--- config.mk ---
export PLATFORM = sky130hd
export DESIGN_NAME = hi_ssp_word_rx
export DESIGN_NICKNAME = d
export VERILOG_FILES = /design/src/rtl/hi_ssp_pkg.sv /design/src/rtl/hi_ssp_word_fifo.sv /design/src/rtl/hi_ssp_word_rx.sv
export SDC_FILE = /design/constraint.sdc
export NUM_CORES = 1
export LEC_CHECK = 0
export ABC_AREA = 1
export BUFFER_PORTS_ARGS = -buffer_cell sky130_fd_sc_hd__buf_4
export CAP_MARGIN = 20
export CORE_ASPECT_RATIO = 1.5
export CORE_MARGIN = 4
export CORE_UTILIZATION = 45
export DETAILED_ROUTE_END_ITERATION = 12
export HOLD_SLACK_MARGIN = 0.03
export SLEW_MARGIN = 25
export SYNTH_ARGS = -nofsm -noshare
export SYNTH_HDL_FRONTEND = slang
export SYNTH_SLANG_ARGS = --single-unit
--- constraint.sdc ---
create_clock -name ck_1356meg -period 2.75 [get_ports ck_1356meg]
set_input_delay 0.1375 -clock ck_1356meg [delete_from_list [all_inputs] [get_ports ck_1356meg]]
set_output_delay 0.1375 -clock ck_1356meg [all_outputs]
set_load 0.02 [all_outputs]
--- src/rtl/hi_ssp_pkg.sv ---
// Shared constants for the HF SSP word receiver: word width, FSM state type,
// FIFO depth bounds and the minor_mode / subcarrier codes used by the reader stage.
package hi_ssp_pkg;

   localparam int WORD_W = 16;

   // FIFO_DEPTH must be a power of two within these bounds.
   localparam int FIFO_DEPTH_MIN = 2;
   localparam int FIFO_DEPTH_MAX = 32;

   typedef enum logic [1:0] {
      ST_IDLE  = 2'd0,
      ST_SHIFT = 2'd1,
      ST_DONE  = 2'd2
   } rx_state_t;

   localparam logic [3:0] MODE_RECEIVE_IQ          = 4'd0;
   localparam logic [3:0] MODE_RECEIVE_AMPLITUDE   = 4'd1;
   localparam logic [3:0] MODE_RECEIVE_PHASE       = 4'd2;
   localparam logic [3:0] MODE_SEND_FULL_MOD       = 4'd3;
   localparam logic [3:0] MODE_SEND_SHALLOW_MOD    = 4'd4;
   localparam logic [3:0] MODE_SNIFF_IQ            = 4'd5;
   localparam logic [3:0] MODE_SNIFF_AMPLITUDE     = 4'd6;
   localparam logic [3:0] MODE_SNIFF_PHASE         = 4'd7;
   localparam logic [3:0] MODE_SEND_JAM            = 4'd8;

   localparam logic [1:0] SUBCARRIER_848_KHZ       = 2'd0;
   localparam logic [1:0] SUBCARRIER_424_KHZ       = 2'd1;
   localparam logic [1:0] SUBCARRIER_212_KHZ       = 2'd2;
   localparam logic [1:0] SUBCARRIER_2SC_424_484   = 2'd3;

endpackage

--- src/rtl/hi_ssp_word_fifo.sv ---
// Word FIFO with a registered head word (word_data) and sticky overflow flag.
// Pointers carry one extra wrap bit so full/empty come from an MSB compare.
module hi_ssp_word_fifo
   import hi_ssp_pkg::*;
#(
   parameter int DEPTH = 8
) (
   input  logic              clk,
   input  logic              reset,
   input  logic              push,
   input  logic [WORD_W-1:0] push_data,
   input  logic              pop_ready,
   output logic              word_valid,
   output logic [WORD_W-1:0] word_data,
   output logic              overflow
);

   localparam int AW = $clog2(DEPTH);

   logic [WORD_W-1:0] mem [DEPTH];
   logic [AW:0]       wr_ptr, rd_ptr, wr_next, rd_next;
   logic              empty, full, pop, push_ok;

   assign empty   = (wr_ptr == rd_ptr);
   assign full    = (wr_ptr[AW] != rd_ptr[AW]) && (wr_ptr[AW-1:0] == rd_ptr[AW-1:0]);
   assign pop     = !empty && pop_ready;
   // A full FIFO still accepts a word when the head leaves in the same cycle.
   assign push_ok = push && (!full || pop);
   assign wr_next = wr_ptr + {{AW{1'b0}}, push_ok};
   assign rd_next = rd_ptr + {{AW{1'b0}}, pop};

   assign word_valid = !empty;

   // NOTE: storage carries no reset; only pointers define which entries are live,
   // so clearing the array would only cost reset fan-out.
   always_ff @(posedge clk) begin
      if (push_ok) begin
         mem[wr_ptr[AW-1:0]] <= push_data;
      end
   end

   // NOTE: sequential state uses non-blocking assignments so every flop samples
   // pre-edge values regardless of statement order.
   always_ff @(posedge clk) begin
      if (reset) begin
         wr_ptr    <= '0;
         rd_ptr    <= '0;
         word_data <= '0;
         overflow  <= 1'b0;
      end else begin
         wr_ptr <= wr_next;
         rd_ptr <= rd_next;
         if (push && full && !pop) begin
            overflow <= 1'b1;
         end
         // Reload the head register only when the FIFO stays non-empty; the slot
         // being written this cycle is forwarded straight from push_data.
         if (rd_next != wr_next) begin
            if (push_ok && (rd_next == wr_ptr)) begin
               word_data <= push_data;
            end else begin
               word_data <= mem[rd_next[AW-1:0]];
            end
         end
      end
   end

endmodule

--- src/rtl/hi_ssp_word_rx.sv ---
// Deserializes framed 16-bit SSP words into a FIFO and decodes mode fields.
// Optional field decode is built only when HI_SSP_RX_FIELD_DECODE_EN is defined.
module hi_ssp_word_rx
   import hi_ssp_pkg::*;
#(
   parameter int FIFO_DEPTH = 8
) (
   input  logic              ck_1356meg,
   input  logic              reset,
   input  logic              ssp_clk,
   input  logic              ssp_frame,
   input  logic              ssp_din,
   input  logic [1:0]        subcarrier_frequency,
   input  logic [3:0]        minor_mode,
   output logic              word_valid,
   input  logic              word_ready,
   output logic [WORD_W-1:0] word_data,
   output logic [1:0]        fsk_out,
   output logic [1:0]        reader_bits,
   output logic              overflow,
   output logic              frame_err
);

   logic [1:0]        clk_sync, frame_sync, din_sync;
   logic              clk_prev;
   logic              bit_strobe, bit_val, bit_frame;
   rx_state_t         state, state_next;
   logic [4:0]        bit_cnt;
   logic [WORD_W-1:0] shreg;
   logic              push;

   always_ff @(posedge ck_1356meg) begin
      if (reset) begin
         clk_sync   <= '0;
         frame_sync <= '0;
         din_sync   <= '0;
         clk_prev   <= 1'b0;
      end else begin
         clk_sync   <= {clk_sync[0], ssp_clk};
         frame_sync <= {frame_sync[0], ssp_frame};
         din_sync   <= {din_sync[0], ssp_din};
         clk_prev   <= clk_sync[1];
      end
   end

   // Data is stable mid-bit, so sample on the synchronized falling edge.
   assign bit_strobe = clk_prev && !clk_sync[1];
   assign bit_val    = din_sync[1];
   assign bit_frame  = frame_sync[1];

   always_ff @(posedge ck_1356meg) begin
      if (reset) begin
         state <= ST_IDLE;
      end else begin
         state <= state_next;
      end
   end

   // NOTE: default assignment first so no path through the case leaves
   // state_next unassigned, which would infer a latch.
   always_comb begin
      state_next = state;
      case (state)
         ST_IDLE:  if (bit_strobe && bit_frame) state_next = ST_SHIFT;
         ST_SHIFT: if (bit_strobe && !bit_frame && (bit_cnt == 5'd15)) state_next = ST_DONE;
         ST_DONE:  state_next = ST_IDLE;
         default:  state_next = ST_IDLE;
      endcase
   end

   always_comb begin
      push = (state == ST_DONE);
   end

   always_ff @(posedge ck_1356meg) begin
      if (reset) begin
         shreg     <= '0;
         bit_cnt   <= '0;
         frame_err <= 1'b0;
      end else begin
         case (state)
            ST_IDLE: begin
               if (bit_strobe && bit_frame) begin
                  shreg   <= {{(WORD_W-1){1'b0}}, bit_val};
                  bit_cnt <= 5'd1;
               end
            end
            ST_SHIFT: begin
               if (bit_strobe) begin
                  if (bit_frame) begin
                     // Early frame: drop the partial word and restart at bit 15.
                     frame_err <= 1'b1;
                     shreg     <= {{(WORD_W-1){1'b0}}, bit_val};
                     bit_cnt   <= 5'd1;
                  end else begin
                     shreg   <= {shreg[WORD_W-2:0], bit_val};
                     bit_cnt <= bit_cnt + 5'd1;
                  end
               end
            end
            default: bit_cnt <= '0;
         endcase
      end
   end

   hi_ssp_word_fifo #(
      .DEPTH(FIFO_DEPTH)
   ) u_fifo (
      .clk        (ck_1356meg),
      .reset      (reset),
      .push       (push),
      .push_data  (shreg),
      .pop_ready  (word_ready),
      .word_valid (word_valid),
      .word_data  (word_data),
      .overflow   (overflow)
   );

`ifdef HI_SSP_RX_FIELD_DECODE_EN
   always_comb begin
      fsk_out     = 2'b00;
      reader_bits = 2'b00;
      if (minor_mode == MODE_SNIFF_AMPLITUDE) begin
         reader_bits = word_data[1:0];
         if (subcarrier_frequency == SUBCARRIER_2SC_424_484) begin
            fsk_out = word_data[3:2];
         end
      end else if ((minor_mode == MODE_RECEIVE_AMPLITUDE) &&
                   (subcarrier_frequency == SUBCARRIER_2SC_424_484)) begin
         fsk_out = word_data[15:14];
      end
   end
`else
   logic unused_decode_inputs;
   assign unused_decode_inputs = ^{minor_mode, subcarrier_frequency};
   assign fsk_out     = 2'b00;
   assign reader_bits = 2'b00;
`endif

endmodule

==> results of run 1 <==
==> power by group through the flow <==
stage	logic, W	registers, W	clock network [W]
3_3_place_gp	0.0000373	0.00299	0
6_report	0.0000415	0.00293	0.00224
2_1_floorplan	0.0000303	0.00299	0
5_1_grt	0.0000466	0.00293	0.00240
3_5_place_dp	0.0000381	0.00299	0
4_1_cts	0.0000415	0.00293	0.00228
==> path summary, 6_finish.rpt <==
check / startpoint / to / slack [ps] / cells past startpoint
hold reg to reg: din_sync[0] / din_sync[1] / 400 / 2
setup reg to reg: u_fifo.rd_ptr[3] / u_fifo.word_data[0] / 160 / 19
setup / recovery: u_fifo.rd_ptr[3] / u_fifo.word_data[0] / 160 / 19
hold / removal: word_ready / u_fifo.overflow / 100 / 4
==> worst max-delay path, delay by kind of cell (launching register included) <==
family                     cells  cell delay (ps)
DFF                            1              370
adders and majority gates      2              550
AOI/OAI and AO/OA              2              280
buffers and inverters          6              490
and+or+nand+nor                9              810
==> cell families (layout without fill, tap and decap cells) <==
kind of cell	count (synthesis)	count (layout)	share of synthesized area (%)
adder cells (fa/ha/maj)	6	6	0.950
AO/OA/AOI/OAI	105	105	8.16
flip-flops	184	184	62.9
other	1	4	0.0475
XOR/XNOR	4	4	0.444
buffers and inverters	112	163	6.30
AND/OR/NAND/NOR	415	415	21.2
==> layout by cell type (no fill, tap or decap), drive strengths merged, types with 2 or more instances in the layout <==
master / instances
nand2: 221
o21bai: 21
clkinvlp: 3
conb: 4
edfxtp: 128
dfxtp: 56
buf: 59
ha: 6
clkinv: 6
a21oi: 21
nor2: 127
xnor2: 2
nand4: 3
xor2: 2
o21ai: 60
nand3: 61
inv: 71
nor3: 3
dlygate4sd3: 3
clkbuf: 20
==> state kept, by name, indices dropped and copies added, names as in the netlist <==
name and flops:
u_fifo.overflow 1, u_fifo.mem 128, frame_sync 2, shreg 16
clk_prev 1, u_fifo.word_data 16, din_sync 2, u_fifo.wr_ptr 4
bit_cnt 5, clk_sync 2, frame_err 1, u_fifo.rd_ptr 4
state 2
==> routing by layer <==
| layer | routed length, um | global-route usage (%) |
|---|---|---|
| met1 | 7340 | 22.3 |
| met2 | 9400 | 34.0 |
| met3 | 803 | 3.02 |
| met4 | 467 | 8.83 |
| met5 | 0 | 0 |
==> layout make-up <==
cell class | count | share of cell area [%]
repair buffers | 62 | 5.93
well taps | 213 | 2.94
flip-flops and latches | 184 | 54.9
clock buffers | 20 | 4.82
clock inverters | 12 | 1.12
inverters | 69 | 2.91
multi-input cells | 534 | 27.4
==> what timing repair did <==
item                       in CTS  in global routing
setup endpoints to repair       1                 16
hold endpoints to repair        3                  0
hold buffers                    3                  0
gates resized for setup         1                 20
pin swaps                       0                  6
setup buffers                   0                  1
cloned                          0                  0
==> per-stage QoR <==
step                      cells  area [um^2]  TNS [ps]  power, W  worst slack (ps)
after floorplan             830         7910         0   0.00302               180
after global placement     1058         8430         0   0.00303               106
after detailed placement   1058         8430     -1.03   0.00303             -1.03
after CTS                  1093         9000         0   0.00525              19.9
after global routing       1094         9070     -7.50   0.00537             -7.50
final                      1094         9070         0   0.00521               156
==> metrics.md, run 1 <==
| Metric | Value |
|---|---|
| Area of the mapped netlist | 7900 um^2 |
| Die height | 170 um |
| Kind of launch point of the worst setup path | flip-flop |
| Maximum achievable frequency | 385 MHz |
| Data required, critical path | 3080 ps |
| Critical Path, Cell by Cell | inv_1 > nand2_1 > nand2_1 > nor2_2 > nand3_1 > nand2_2 > inv_2 > ha_1 > ha_1 > inv_1 > nand2_1 > nand4_1 > a21oi_2 > nand2_2 > buf_4 > o21bai_1 > inv_1 > nand2_1 > inv_1 |
| Seq pwr share | 56.2% |
| Total die area | 19800 um^2 |
| Pin count of the biggest net entering global routing | 62 |
| Clock slew at the register clock pins of the worst setup and hold paths | 70 ps |
| Part of the power in the clock network | 43.0% |
| Type of destination of the critical path | flip-flop |
| Area growth from synthesis to layout | 14.8% |
| Vias in the first global route | 5565 |
| Cell accounting for the most synthesized area | edfxtp_1 |
| Post-Synthesis Mean Instance Area | 9.55 um^2 |
| Setup CP Type | reg2reg |
| Area share of the leading cell type in the synthesized netlist | 48.7% |
| Initial core utilization | 45.7% |
| Latest clock arrival within the worst-skew pair | 430 ps |
| Clock period minus worst slack | 2590 ps |
| Net load switching power | 0.00103 W |
| First-pass GRT wire length | 28500 um |
| Prevailing post-synth register cell | edfxtp_1 |
| Fin Clk Skew | 8.24 ps |
| Overall Global Routing Usage | 19.1% |
| Final Setup Violations | 0 |
| Number of flops mapped to enable cells by yosys | 128 |
| Transition time of the tightest slew-check pin | 583 ps |
| Switch share | 19.7% |
| Area used by multi-input combinational logic | 2480 um^2 |
| Post-detailed-routing wire length | 18000 um |
| Count of clock tree sinks | 184 |
| TritonCTS clock tree | yes |
| Number of fill cells in the layout | 1517 |
| Most used standard cell by instance count after synthesis | nand2_1 |
| Final core occ | 52.5% |
| Synth area leaders | edfxtp_1, dfxtp_1, nand2_1, nor2_1, nand3_1 |
| H-tree levels | 4 |
| Flop and latch count out of synthesis | 184 |
| Mapped Cells | 827 |
| Flip-flop and latch area | 4980 um^2 |
| Hold WS | 101 ps |
| Share of the yosys chip area belonging to registers | 62.9% |
| GPL Wtd Cong | 0.861 |
| Number of antenna violations at the first check in global routing | 0 |
| Max Transition Viols Final | 0 |
| Clock tree buffer depth | 2 |
| Buffers on Ports | 24 |
| Highest-delay cell along the critical path | dfxtp_1 |
| Fraction of layout cells with a size suffix above 1 | 14.3% |
| Post-route DRC | 0 |
| DRC marker count from the first detailed-route iteration | 318 |
| Final hold violations | 0 |
| Max-slew headroom | 61.1% |
| Core footprint | 17300 um^2 |
| Worst IR drop on VDD | 0.355 mV |
| Placement row count | 59 |
| Final global-route overflow total | 0 |
| HPWL after detailed placement | 11000 um |
| Total power density per cell area | 574 nW/um^2 |
| Remaining number of nets flagged by the antenna check after routing | 0 |
| Proportion of power drawn by combinational gates | 0.8% |
| Crit-path max FO | 7 |
| Syn. warnings | 0 |
| Root buffer cell | clkbuf_16 |
| Total internal power | 0.00418 W |
| Number of library cell types mapped by synthesis | 32 |
| Outcome | finished clean |
| DR vias/cell | 5.20 |
| Top post-synthesis cells by count | nand2_1, edfxtp_1, nor2_1, inv_1, nand3_1 |
| Portion of the clock cycle consumed by the worst path in the final layout | 94.3% |
| Post-synthesis async set-or-reset flop share | 0% |
| Number of buffers added by the clock tree synthesis step | 17 |
| Routed wirelength normalized by instance count | 16.5 um |
| # diodes | 0 |
| Floorplan die width | 116 um |
| Via total after detailed routing | 5687 |
| Leakage power total | 3.71 nW |
| Worst hold path type | in2reg |
| Arrival @ worst endpoint | 2930 ps |
| # IOs | 35 |
| Highest cell delay on the worst timing path | 370 ps |
| Net count, final | 886 |
| Max capacitance violation total | 0 |
| Drt first pass iters | 7 |
Power figures use the tool's default switching activity.
==> run 2, diff against run 1 <==
--- a/config.mk
+++ b/config.mk
@@ -10,9 +10,11 @@
 export CAP_MARGIN = 20
 export CORE_ASPECT_RATIO = 1.5
 export CORE_MARGIN = 4
-export CORE_UTILIZATION = 45
+export CORE_UTILIZATION = 66
 export DETAILED_ROUTE_END_ITERATION = 12
+export GPL_TIMING_DRIVEN = 0
 export HOLD_SLACK_MARGIN = 0.03
+export PLACE_DENSITY = 0.85
 export SLEW_MARGIN = 25
 export SYNTH_ARGS = -nofsm -noshare
 export SYNTH_HDL_FRONTEND = slang
==> constraint.sdc (replaced) <==
create_clock -name ck_1356meg -period 3.11 [get_ports ck_1356meg]
set_input_delay 0.1555 -clock ck_1356meg [delete_from_list [all_inputs] [get_ports ck_1356meg]]
set_output_delay 0.1555 -clock ck_1356meg [all_outputs]
set_load 0.02 [all_outputs]
==> run 2 against run 1 <==
  * Critical path depth down 2
  * Setup slack better by 71 ps
  * Hold slack better by 9.8 ps
  * Cell area down 0.39%
  * Routed wire length up 3.4%
  * Via count up 5.5%
  * First-iteration DRC count up 130%
  * Sequential share of layout area up 0.14 points
  * Count of clock-buffer cells in the layout down 3
  * Non-clock buffer count up 15
==> metrics.md, run 2 (synthesis gave the netlist of run 1 again) <==
| Metric | Value |
|---|---|
| Outcome | finished clean |
| Clock slew at the register clock pins of the worst setup and hold paths | 60 ps |
| Crit-path max FO | 10 |
| GPL Wtd Cong | 0.905 |
| Transition time of the tightest slew-check pin | 938 ps |
| Max capacitance violation total | 0 |
| Arrival @ worst endpoint | 3210 ps |
| First-pass GRT wire length | 29500 um |
| Buffers on Ports | 24 |
| Core footprint | 11600 um^2 |
| Leakage power total | 3.74 nW |
| Final hold violations | 0 |
| Vias in the first global route | 6007 |
| Routed wirelength normalized by instance count | 17.8 um |
| DRC marker count from the first detailed-route iteration | 732 |
| Die height | 142 um |
| Summed area of non-filler cells in the final layout | 9030 um^2 |
| Total die area | 13800 um^2 |
| Maximum achievable frequency | 347 MHz |
| Worst IR drop on VDD | 0.388 mV |
| Number of buffers added by the clock tree synthesis step | 17 |
| Portion of the clock cycle consumed by the worst path in the final layout | 92.7% |
| Net count, final | 901 |
| Area growth from synthesis to layout | 14.4% |
| Count of clock tree sinks | 184 |
| # IOs | 35 |
| Type of destination of the critical path | flip-flop |
| Hold WS | 111 ps |
| Fin Clk Skew | 6.46 ps |
| Worst hold path type | in2reg |
| Fin cells | 1046 |
| Post-detailed-routing wire length | 18600 um |
| Clock period minus worst slack | 2880 ps |
| Drt first pass iters | 6 |
| Initial core utilization | 68.1% |
| Latest clock arrival within the worst-skew pair | 420 ps |
| Post-route DRC | 0 |
| Root buffer cell | clkbuf_16 |
| Overall Global Routing Usage | 27.6% |
| Via total after detailed routing | 6001 |
| H-tree levels | 4 |
| Data required, critical path | 3440 ps |
| HPWL after detailed placement | 12700 um |
| Remaining number of nets flagged by the antenna check after routing | 0 |
| Number of antenna violations at the first check in global routing | 0 |
| Placed cells | 1006 |
| Clock tree buffer depth | 2 |
| Total power density per cell area | 528 nW/um^2 |
| Max Transition Viols Final | 0 |
| Final core occ | 77.9% |
| # diodes | 0 |
| Floorplan die width | 97.3 um |
| Kind of launch point of the worst setup path | flip-flop |
| DR vias/cell | 5.74 |
| Pin count of the biggest net entering global routing | 17 |
| Leading cell type in the layout, fill and taps excluded | nand2_1 |
| Max-slew headroom | 37.4% |
| Final Setup Violations | 0 |
| Final global-route overflow total | 0 |
| Most frequent cells in the layout | nand2_1, edfxtp_1, nor2_1 |
| Placement row count | 48 |
| Number of flip-flops under the largest register name | 128 |
| Setup CP Type | reg2reg |
| Standard cell area after detailed placement | 8330 um^2 |
| Pwr Total | 0.00477 W |
| Fraction of layout cells with a size suffix above 1 | 14.2% |
| TritonCTS clock tree | yes |
## run 2: changes by cell type in the layout (fill, tap and decap cells not counted), moves of 3 or more
| cell | change |
|---|---|
| dfxtp_1 | +3 |
| nor2_2 | +7 |
| clkbuf_4 | +3 |
| buf_4 | -17 |
| buf_2 | +9 |
| nor2_1 | -7 |
| buf_12 | -4 |
| buf_6 | +4 |
| clkbuf_1 | +12 |
## run 2: layout make-up
type                            instances  area (um^2)
Buffer                                 43          264
Fill cell                             684         2560
Timing Repair Buffer                   34          278
Multi-Input combinational cell        534         2490
Sequential cell                       184         4970
Clock buffer                           17          425
Tap cell                              150          188
Inverter                               69          262
Clock inverter                         15          159
## run 2: power breakdown
group / switching (W) / total (W) / internal [W] / leakage [nW]
combinational: 0.0000233 / 0.0000420 / 0.0000187 / 1.83
sequential: 0.00000245 / 0.00259 / 0.00259 / 1.63
clock: 0.000884 / 0.00213 / 0.00125 / 0.283
total: 0.000910 / 0.00477 / 0.00386 / 3.74
## run 2: path summary, 6_finish.rpt
kind / start / to / slack (ps) / depth (start not counted)
hold / removal: word_ready / u_fifo.overflow / 110 / 4
hold reg to reg: clk_sync[0] / clk_sync[1] / 410 / 2
setup reg to reg: u_fifo.wr_ptr[2] / u_fifo.word_data[1] / 230 / 17
setup / recovery: u_fifo.wr_ptr[2] / u_fifo.word_data[1] / 230 / 17
## run 2: routing by layer
layer / wire [um] / vias up / GRT usage [%]
li1: - / 2821 / -
met1: 6650 / 2778 / 30.7
met2: 9870 / 345 / 50.3
met3: 1490 / 57 / 5.30
met4: 618 / 0 / 14.2
met5: 0 / - / 0
## run 2: timing repair
| item | CTS | global route |
|---|---|---|
| endpoints found under the hold margin | 3 | 0 |
| setup endpoints to repair | 16 | 16 |
| gates resized for setup | 4 | 20 |
| setup buffers | 0 | 5 |
| pin swaps | 0 | 2 |
| hold buffers | 3 | 0 |
## run 2: per-stage QoR
step           setup slack (ps)  setup TNS [ps]
5_1_grt                   -34.6           -34.6
6_report                    227               0
3_3_place_gp              -82.5            -534
3_5_place_dp               -152           -1140
2_1_floorplan               540               0
4_1_cts                     105               0
## run 2: worst max-delay path: stages, from the launching register on
cell      delay [ps]
dfxtp_1          290
clkbuf_4         190
xnor2_1          200
nand2_1          100
o21a_1           180
ha_1             210
ha_1             300
buf_6            160
inv_2            100
nand2_1           90
nand2_1           70
a21oi_2          150
nand3_4          150
buf_6            180
o21bai_1         180
nand3_1          120
nand2_1           70
inv_1             40
==> run 3, diff against run 2 <==
--- a/config.mk
+++ b/config.mk
@@ -14,7 +14,7 @@
 export DETAILED_ROUTE_END_ITERATION = 12
 export GPL_TIMING_DRIVEN = 0
 export HOLD_SLACK_MARGIN = 0.03
-export PLACE_DENSITY = 0.85
+export PLACE_DENSITY_LB_ADDON = 0.05
 export SLEW_MARGIN = 25
 export SYNTH_ARGS = -nofsm -noshare
 export SYNTH_HDL_FRONTEND = slang
==> run 3 against run 2 <==
  * Power is 2.2% lower
  * Count of clock-buffer cells in the layout stayed put
  * Cell area hardly changed
  * Sequential power hardly changed
  * Register-to-register slack worse by 20 ps
  * Via count is 1.5% lower
  * Highest routed layer unchanged
==> metrics.md, run 3 (synthesis gave the netlist of run 1 again) <==
| Metric | Value |
|---|---|
| Outcome | finished clean |
| Standard cell area after detailed placement | 8370 um^2 |
| Type of destination of the critical path | flip-flop |
| Transition time of the tightest slew-check pin | 973 ps |
| Remaining number of nets flagged by the antenna check after routing | 0 |
| Summed area of non-filler cells in the final layout | 9040 um^2 |
| Maximum achievable frequency | 344 MHz |
| Number of buffers added by the clock tree synthesis step | 17 |
| Floorplan die width | 97.3 um |
| Area growth from synthesis to layout | 14.5% |
| HPWL after detailed placement | 12400 um |
| Worst hold path type | in2reg |
| Total die area | 13800 um^2 |
| Setup CP Type | reg2reg |
| Critical Path Most Common Cell | nand2_1 |
| Leading cell type in the layout, fill and taps excluded | nand2_1 |
| Portion of the clock cycle consumed by the worst path in the final layout | 93.4% |
| Number of flip-flops under the largest register name | 128 |
| Highest-delay cell along the critical path | dfxtp_1 |
| Final core occ | 78.0% |
| Number of antenna violations at the first check in global routing | 0 |
| Clock tree buffer depth | 2 |
| Post-detailed-routing wire length | 18300 um |
| Core footprint | 11600 um^2 |
| # diodes | 0 |
| GPL Wtd Cong | 0.846 |
| Max Transition Viols Final | 0 |
| Post-route DRC | 0 |
| TritonCTS clock tree | yes |
| # IOs | 35 |
| Final global-route overflow total | 0 |
| DR vias/cell | 5.64 |
| Initial core utilization | 68.1% |
| Kind of launch point of the worst setup path | flip-flop |
| Final TNS setup | 0 ps |
| Buffers on Ports | 24 |
| Placement row count | 48 |
| Most frequent cells in the layout | nand2_1, edfxtp_1, nor2_1 |
| Die height | 142 um |
| DRC marker count from the first detailed-route iteration | 518 |
| Clock slew at the register clock pins of the worst setup and hold paths | 70 ps |
| Root buffer cell | clkbuf_16 |
| Leakage power total | 3.75 nW |
| Crit-path max FO | 10 |
| Arrival @ worst endpoint | 3280 ps |
| Fin Clk Skew | 12.7 ps |
| Critical Path, Cell by Cell | clkbuf_4 > xnor2_2 > nand2_1 > o21a_1 > ha_1 > ha_1 > buf_4 > inv_2 > nand2_1 > nand2_1 > a21oi_2 > nand3_4 > nor2_4 > buf_6 > nand2_1 > nand3_1 > nand2_1 > inv_1 |
| Clock period minus worst slack | 2900 ps |
| Net count, final | 903 |
| Highest cell delay on the worst timing path | 330 ps |
| First-pass GRT wire length | 29700 um |
| Routed wirelength normalized by instance count | 17.5 um |
| Drt first pass iters | 6 |
| Final Setup Violations | 0 |
| Overall Global Routing Usage | 27.7% |
| H-tree levels | 4 |
| Pin count of the biggest net entering global routing | 19 |
| Final hold violations | 0 |
| Fraction of layout cells with a size suffix above 1 | 15.0% |
| Max capacitance violation total | 0 |
| Total power density per cell area | 515 nW/um^2 |
| Worst IR drop on VDD | 0.414 mV |
| Vias in the first global route | 5919 |
| Count of clock tree sinks | 184 |
| Latest clock arrival within the worst-skew pair | 430 ps |
| Data required, critical path | 3480 ps |
| Max-slew headroom | 35.1% |
| Via total after detailed routing | 5912 |
-- run 3: cell types whose count changed in the layout (fill, tap and decap cells not counted), moves of 2 or more --
cell,change
clkbuf_1,-2
buf_8,+2
clkinv_1,-4
bufinv_16,-3
buf_4,+3
clkbuf_2,+2
inv_8,+5
clkinv_4,+2
-- run 3: report_power, final --
part           internal (W)   total, W  switching [W]
combinational     0.0000187  0.0000416      0.0000229
clock               0.00106    0.00203       0.000975
sequential          0.00259    0.00259     0.00000218
-- run 3: final cells by class --
cell class,instances,area (um^2)
Multi-Input combinational cell,534,2490
Clock buffer,17,425
Buffer,43,262
Sequential cell,184,4970
Tap cell,150,188
Fill cell,756,2550
Inverter,69,262
Clock inverter,15,134
Timing Repair Buffer,36,312
-- run 3: stage by stage --
step	hold slack (ps)	cells	worst slack [ps]	total power [W]
after detailed placement	372	1009	-138	0.00268
after global placement	359	1004	-124	0.00268
after CTS	112	1044	53.0	0.00467
final	119	1048	205	0.00466
after global routing	149	1048	-33.5	0.00480
after floorplan	262	830	540	0.00267
-- run 3: metal layers --
| metal | track usage, % | vias to the layer above | wire [um] |
|---|---|---|---|
| met3 | 5.05 | 52 | 1450 |
| met4 | 13.1 | 0 | 669 |
| met2 | 48.7 | 245 | 9410 |
| li1 | - | 2835 | - |
| met1 | 33.3 | 2780 | 6810 |
| met5 | 0 | - | 0 |
-- run 3: final timing paths --
kind                         start  depth (start not counted)             endpoint  slack (ps)
setup / recovery  u_fifo.wr_ptr[2]                         18  u_fifo.word_data[7]         210
hold / removal          word_ready                          4      u_fifo.overflow         120
setup reg to reg  u_fifo.wr_ptr[2]                         18  u_fifo.word_data[7]         210
hold reg to reg        clk_sync[0]                          2          clk_sync[1]         410
-- run 3: worst max-delay path, delay by kind of cell, from the launching register on --
kind | cells | cell delay, ps
xor gates and xnor gates | 1 | 140
DFF | 1 | 330
and+or+nand+nor | 8 | 830
AOI/OAI and AO/OA | 2 | 320
adders and majority gates | 2 | 490
buffers and inverters | 5 | 730
-- run 3: what timing repair did --
action	in CTS	in global routing
hold buffers	3	0
endpoints found under the hold margin	3	0
setup buffers	0	4
endpoints found under the setup margin	16	16
pin swaps	0	3
gates resized for setup	3	25
